### config.mk
export PLATFORM = sky130hd
export DESIGN_NAME = tx_frame_gen
export DESIGN_NICKNAME = d
export VERILOG_FILES = /design/src/rtl/tx_frame_pkg.sv /design/src/rtl/tx_pn_gen.sv /design/src/rtl/tx_frame_gen.sv
export SDC_FILE = /design/constraint.sdc
export NUM_CORES = 1
export LEC_CHECK = 0
export CAP_MARGIN = 5
export CORE_MARGIN = 8
export CORE_UTILIZATION = 35
export CTS_BUF_LIST = sky130_fd_sc_hd__clkbuf_8
export CTS_CLUSTER_SIZE = 12
export DETAILED_ROUTE_END_ITERATION = 6
export SKIP_CTS_REPAIR_TIMING = 1
export SYNTH_ARGS = -nofsm -noshare
export SYNTH_HDL_FRONTEND = slang
export SYNTH_SLANG_ARGS = --single-unit
### constraint.sdc
create_clock -name clk -period 3 [get_ports clk]
set_clock_uncertainty 0.1 [all_clocks]
set_input_delay 0.9 -clock clk [delete_from_list [all_inputs] [get_ports clk]]
set_output_delay 0.9 -clock clk [all_outputs]
set_load 0.005 [all_outputs]
### src/rtl/tx_frame_pkg.sv
// tx_frame_pkg: frame state encoding, PN taps and frame timing defaults shared by the Tx generator
// and the Rx SOP detector.
package tx_frame_pkg;
  typedef enum logic [1:0] {IDLE, PREAMBLE, PAYLOAD, GAP} state_t;
  localparam logic [14:0] PN_TAPS = 15'h6000;
  localparam int FRAME_LEN_DEF = 52800;
  localparam int PRE_LEN_DEF = 256;
  localparam int PAY_LEN_DEF = 4096;
  localparam int N_SOP_OPOR = 20;
endpackage

### src/rtl/tx_pn_gen.sv
// tx_pn_gen: 15-bit Fibonacci LFSR, MSB out, tap parity shifted in at the LSB.
module tx_pn_gen
  import tx_frame_pkg::*;
(
  input  logic        clk,
  input  logic        rst,
  input  logic        load,
  input  logic        step,
  input  logic [14:0] seed,
  output logic        bit_out
);
  logic [14:0] lfsr;
  always_ff @(posedge clk)
    if (rst || load) lfsr <= seed;
    else if (step) lfsr <= {lfsr[13:0], ^(lfsr & PN_TAPS)};
  assign bit_out = lfsr[14];
endmodule

### src/rtl/tx_frame_gen.sv
// tx_frame_gen: periodic Tx frame generator: PN preamble, ready/valid payload, zero gap.
module tx_frame_gen
  import tx_frame_pkg::*;
#(
  parameter int DW = 16,
  parameter int FRAME_LEN = FRAME_LEN_DEF,
  parameter int PRE_LEN = PRE_LEN_DEF,
  parameter int PAY_LEN = PAY_LEN_DEF,
  parameter logic [14:0] PN_SEED = 15'h7FFF
) (
  input  logic          clk,
  input  logic          rst,
  input  logic          en,
  input  logic [DW-1:0] amp,
  input  logic [2*DW-1:0] pay_data,
  input  logic          pay_valid,
  output logic          pay_ready,
  output logic [DW-1:0] tx_i,
  output logic [DW-1:0] tx_q,
  output logic          tx_valid,
  output logic          tx_sop,
  output logic          tx_eop,
  output logic [15:0]   frame_cnt,
  output logic [15:0]   underrun_cnt
);
  localparam int CW = $clog2(FRAME_LEN);
  localparam logic [CW-1:0] PRE_END = CW'(PRE_LEN - 1);
  localparam logic [CW-1:0] PAY_END = CW'(PRE_LEN + PAY_LEN - 1);
  localparam logic [CW-1:0] GAP_END = CW'(FRAME_LEN - 1);
  localparam logic [DW-1:0] AMP_BAD = {1'b1, {(DW-1){1'b0}}};
  localparam logic [DW-1:0] AMP_MAX = {1'b0, {(DW-1){1'b1}}};
  state_t state, state_n;
  logic [CW-1:0] cnt, cnt_n;
  logic [DW-1:0] amp_r;
  logic pn_bit, pre, sop, xfer, frame_end, start;
  assign pre = state == PREAMBLE;
  assign sop = pre && cnt == '0;
  assign pay_ready = state == PAYLOAD;
  assign xfer = pay_ready && pay_valid;
  assign frame_end = state == GAP && cnt == GAP_END;
  assign start = en && (state == IDLE || frame_end);
  tx_pn_gen u_pn (
    .clk(clk),
    .rst(rst),
    .load(start),
    .step(pre),
    .seed(PN_SEED),
    .bit_out(pn_bit)
  );
  always_comb begin
    state_n = state;
    cnt_n = (state == IDLE || frame_end) ? '0 : cnt + 1'b1;
    if (start) state_n = PREAMBLE;
    else if (frame_end) state_n = IDLE;
    else if (pre && cnt == PRE_END) state_n = PAYLOAD;
    else if (pay_ready && cnt == PAY_END) state_n = GAP;
  end
  always_ff @(posedge clk)
    if (rst) begin
      state <= IDLE;
      cnt <= '0;
      amp_r <= '0;
      tx_i <= '0;
      tx_q <= '0;
      tx_valid <= 1'b0;
      tx_sop <= 1'b0;
      tx_eop <= 1'b0;
      frame_cnt <= '0;
      underrun_cnt <= '0;
    end else begin
      state <= state_n;
      cnt <= cnt_n;
      if (start) amp_r <= amp == AMP_BAD ? AMP_MAX : amp;
      tx_valid <= state != IDLE;
      tx_sop <= sop;
      tx_eop <= pay_ready && cnt == PAY_END;
      tx_i <= pre ? (pn_bit ? amp_r : -amp_r) : xfer ? pay_data[2*DW-1:DW] : '0;
      tx_q <= xfer ? pay_data[DW-1:0] : '0;
      frame_cnt <= frame_cnt + {15'd0, sop};
      if (pay_ready && !pay_valid && underrun_cnt != 16'hFFFF) underrun_cnt <= underrun_cnt + 1'b1;
    end
endmodule

# == Word level (Yosys, flattened, before mapping) ==
# Index checks and enable logic that the tools add are counted.
# classes
n_mux,8
bitwise_logic,1
reduce_logical,20
addsub,4
eq_ne,8
# op_table
operator,count
$mux 16,4
$add 16x1->16 const B,2
$eq 16x16->1 const B,2
$add 16x1->16,1
$eq 16x13->1 const B,1
$eq 16x8->1 const B,1
$logic_not 16->1,1
$ne 16x16->1 const B,1
$neg 16->16,1
$reduce_xor 15->1,1
$logic_and 1x1->1,8
$eq 2x2->1 const B,2
$mux 2,2
$reduce_bool 2->1,2
$reduce_bool 4->1,1
$reduce_or 2->1,2
$reduce_or 3->1,1
$eq 2x1->1 const B,1
$logic_not 2->1,1
$logic_or 1x1->1,2
$mux 1,2
$logic_not 1->1,1
$not 1->1,1
# totals
elab_cells,53
reg_bits,116
output_inout_bits,68

# == Logic depth before layout (Yosys ltp) ==
# logic_depth
depth_word,6
depth_mapped,11
depth_no_buf,10

# == Hierarchy ==
# Synthesis repeated with hierarchy kept, for this count alone.
# unflattened
cells_unflattened,520
area_unflattened_um2,5158.7
# by_module_without_submodules
module,cells_per_inst,area_per_inst_um2,n_inst
tx_frame_gen,486,4454.3,1
tx_pn_gen,34,704.4,1

# == Worst setup path before layout ==
# OpenSTA, ideal clock, no wires.
# synth_timing
path_kind,reg2reg
startpoint,reg cnt[12]
endpoint,reg frame_cnt[15]
period_less_slack_ns,2.471
path_stages_with_launch,10
arrival_ns,2.300
setup_slack_ns,0.529
required_ns,2.829
cell_sequence,dfxtp_1 clkbuf_1 or4_1 nor3_1 ha_1 and2_1 and2_1 nand3_1 or3_1 a21oi_1
# synth_via
elab_chain_cells,3
# synth_rtl
element,line_no,source
from (decl),tx_frame_gen.sv:33,"logic [CW-1:0] cnt, cnt_n;"
from (signal assigned),tx_frame_gen.sv:72,cnt <= cnt_n;
$logic_not 16->1,tx_frame_gen.sv:37,assign sop = pre && cnt == '0;
$logic_and 1x1->1,tx_frame_gen.sv:37,
net sop,tx_frame_gen.sv:35,"logic pn_bit, pre, sop, xfer, frame_end, start;"
$add 16x1->16,tx_frame_gen.sv:79,"frame_cnt <= frame_cnt + {15'd0, sop};"
to (signal assigned),tx_frame_gen.sv:79,
to (decl),tx_frame_gen.sv:23,"output logic [15:0] frame_cnt,"
# The timed path passes the listed nets, and every way through them passes these cells.
# A chain may end at the register's enable or synchronous reset.

# == Final worst setup path ==
# layout_timing
startpoint,reg state[1]
endpoint,out pay_ready
# layout_via
elab_chain_cells,1
# layout_rtl
element,line_no,source
from (decl),tx_frame_gen.sv:32,"state_t state, state_n;"
from (signal assigned),tx_frame_gen.sv:71,state <= state_n;
$eq 2x2->1,tx_frame_gen.sv:38,assign pay_ready = state == PAYLOAD;
to (decl),tx_frame_gen.sv:17,"output logic pay_ready,"
# No other way between the ends.

==> flow_summary.json <==
{
  "status": "completed",
  "vias": 4175,
  "crit_arrival_ns": 1.81,
  "drc": 0,
  "drv_slew": 0,
  "routabilityCongestion": 0.878,
  "final-setup-viol-count": 0,
  "hold_class": "flop to flop",
  "cp.required_ns": 2.00,
  "port_buffers": 119,
  "critPathKind": "flop to primary output",
  "yosysTopAreaCellShare_pct": 47.8,
  "min_period_over_period_pct": 93.6,
  "nets": 715,
  "cts_htree_levels": 4,
  "dieHeight_um": 134,
  "cts_buffers": 17,
  "die_w_um": 134,
  "pwr-share-seq_pct": 43.3,
  "grt_max_degree": 33,
  "ys_ff_latch": 116,
  "grt_pass1_vias": 4109,
  "synth_xor_xnor_area_share_pct": 10.1,
  "rsz0062_at_grt": "false",
  "synthFlopType": "dfxtp_1",
  "synth_area_mm2": 0.00486,
  "syn_inst": 535,
  "synth_nets": 593,
  "max_freq_mhz": 356,
  "power.internal_uw": 2920,
  "crit_chain": "nor2b_2 > clkdlybuf4s50_1",
  "yosys_warnings": 0,
  "grt_overflow": 0,
  "rows": 43,
  "cts_tree": "done",
  "clk_pin_slew_ns": 0.07,
  "clk_latency_ns": 0.44,
  "cts_buffer_depth": 2,
  "finalSetupTns_ns": 0,
  "ant_nets": 0,
  "synth.area.top_cells": "dfxtp_1, xnor2_1, xor2_1, nor2_1, nand2_1",
  "vias_per_cell": 4.91,
  "grt_pass1_wl_um": 20200,
  "ys_seq_area_share_pct": 47.8,
  "wire_per_inst_um": 14.4,
  "initial_core_util_pct": 35.4,
  "endpoint_kind": "primary output",
  "die_area_mm2": 0.0179,
  "postSynthAreaPerCell_um2": 9.08,
  "p_clk_share_pct": 48.6,
  "cts.sinks": 116,
  "combPwrFrac_pct": 8.1,
  "slowest_delay_ns": 0.54,
  "switchingPower_uw": 816,
  "num_io_pins": 120,
  "dp_hpwl_um": 9190,
  "synth_fa_ha_area_share_pct": 1.54,
  "hold_violations": 0,
  "synth_top_family_by_area": "simple AND/OR/NAND/NOR gates",
  "leakagePower_uw": 0.00254,
  "ys_types": 47,
  "yosys.area.top_type": "dfxtp_1",
  "power_density_mw_per_mm2": 554,
  "drt_pass1_iterations": 4,
  "maxCapViolCount": 0,
  "yosysMostFrequentCell": "dfxtp_1",
  "final_layout_size_suffix_gt1_share_pct": 8.06,
  "ff2ff_path_depth": 8,
  "routed_wirelength_um": 12200,
  "synthTopCellsByCount": "dfxtp_1, nor2_1, nand2_1",
  "drtIter0Drc": 272,
  "period_minus_slack_ns": 2.81,
  "grt_usage_pct": 13.9,
  "p_sw_share_pct": 21.8,
  "syn_to_final_growth_pct": 39.0,
  "worstHoldPathCells": 2,
  "tightest_slew_ns": 0.690,
  "synth_edf_count": 0,
  "relSlewSlack_pct": 53.6,
  "grt_antenna_before_repair": 1,
  "root_buffer": "clkbuf_8",
  "synth_compound_area_share_pct": 8.75,
  "start_kind": "flop",
  "total_power_uw": 3740,
  "async_reset_ff_share_pct": 0,
  "synthMuxAreaShare_pct": 0.438,
  "vdd_ir_drop_max_mv": 0.368,
  "cp_slowest_cell": "clkdlybuf4s50_1",
  "critPathMaxFanout": 9,
  "core_mm2": 0.0137,
  "synthSimpleGateAreaFrac_pct": 27.9
}
per-layer routing:
layer,part of all wire (%),wire [µm],track usage (%),up-vias
li1,-,-,-,2117
met1,45,5460,16.6,1946
met2,47,5790,22.2,94
met3,6.1,742,4.67,18
met4,1.9,238,6.67,0
met5,0,0,0,-
final timing paths:
| check | slack (ns) | startpoint | to |
|---|---|---|---|
| worst max-delay path | 0.19 | state[1]$_SDFFE_PP0P_ | pay_ready |
| worst min-delay path | 0.37 | u_pn.lfsr[9]$_SDFFE_PP1P_ | u_pn.lfsr[10]$_SDFFE_PP1P_ |
| worst max register to register | 0.29 | cnt[6]$_SDFF_PP0_ | frame_cnt[15]$_SDFF_PP0_ |
| worst min register to register | 0.37 | u_pn.lfsr[9]$_SDFFE_PP1P_ | u_pn.lfsr[10]$_SDFFE_PP1P_ |
state kept, by name, indices dropped and copies added, names as in the netlist:
name / cells
amp_r: 16
cnt: 16
frame_cnt: 16
state: 2
tx_eop: 1
tx_i: 16
tx_q: 16
tx_sop: 1
tx_valid: 1
u_pn.lfsr: 15
underrun_cnt: 16
critical path: cells and delay by family, from the launching register on:
family,cells,cell delay (ns)
buf+inv,1,0.54
flops,1,0.53
simple gates,1,0.31
cells in the final DEF, fill, tap and decap left out, types with 15 or more instances in the layout:
master             n
clkbuf_8          18
nand4_1           15
and2_1            21
dfxtp_1          116
nor2_1            63
xnor2_1           28
a21oi_1           22
xor2_1            28
clkdlybuf4s50_1  118
a22o_1            16
and4b_1           15
nand2_1           48
nand3_1           28
nor3_1            19
cell type report:
| cell class | instances | area (µm²) |
|---|---|---|
| Inverter | 12 | 45.0 |
| Tap cell | 180 | 225 |
| Timing Repair Buffer | 132 | 1280 |
| Clock buffer | 18 | 248 |
| Fill cell | 1295 | 6970 |
| Clock inverter | 14 | 256 |
| Multi-Input combinational cell | 378 | 2370 |
| Antenna cell | 1 | 2.50 |
| Sequential cell | 116 | 2320 |
cells by family (layout without fill, tap and decap cells):
group	Yosys count	in the layout
buffers and inverters	41	176
XOR/XNOR	56	56
AND/OR/NAND/NOR	255	255
AO/OA/AOI/OAI	59	59
adder cells (fa/ha/maj)	6	6
other	0	1
flip-flops	116	116
multiplexers	2	2
power groups by stage:
stage          clock, µW  combinational, µW  sequential, µW
2_1_floorplan          0                174            1640
5_1_grt             1940                337            1620
3_3_place_gp           0                302            1650
6_report            1820                303            1620
3_5_place_dp           0                304            1650
4_1_cts             1860                306            1620
metrics by stage:
stage,worst slack [ns],instances,util [%],hold slack (ns),cell area (µm²)
6_report,0.191,851,49.2,0.370,6750
5_1_grt,0.0769,851,49.2,0.394,6750
4_1_cts,0.0585,850,49.2,0.371,6750
3_5_place_dp,0.0430,818,45.5,0.353,6240
3_3_place_gp,0.173,818,45.5,0.347,6240
2_1_floorplan,0.529,535,-,0.339,4860
No activity file was read; power rests on OpenSTA's default activity.
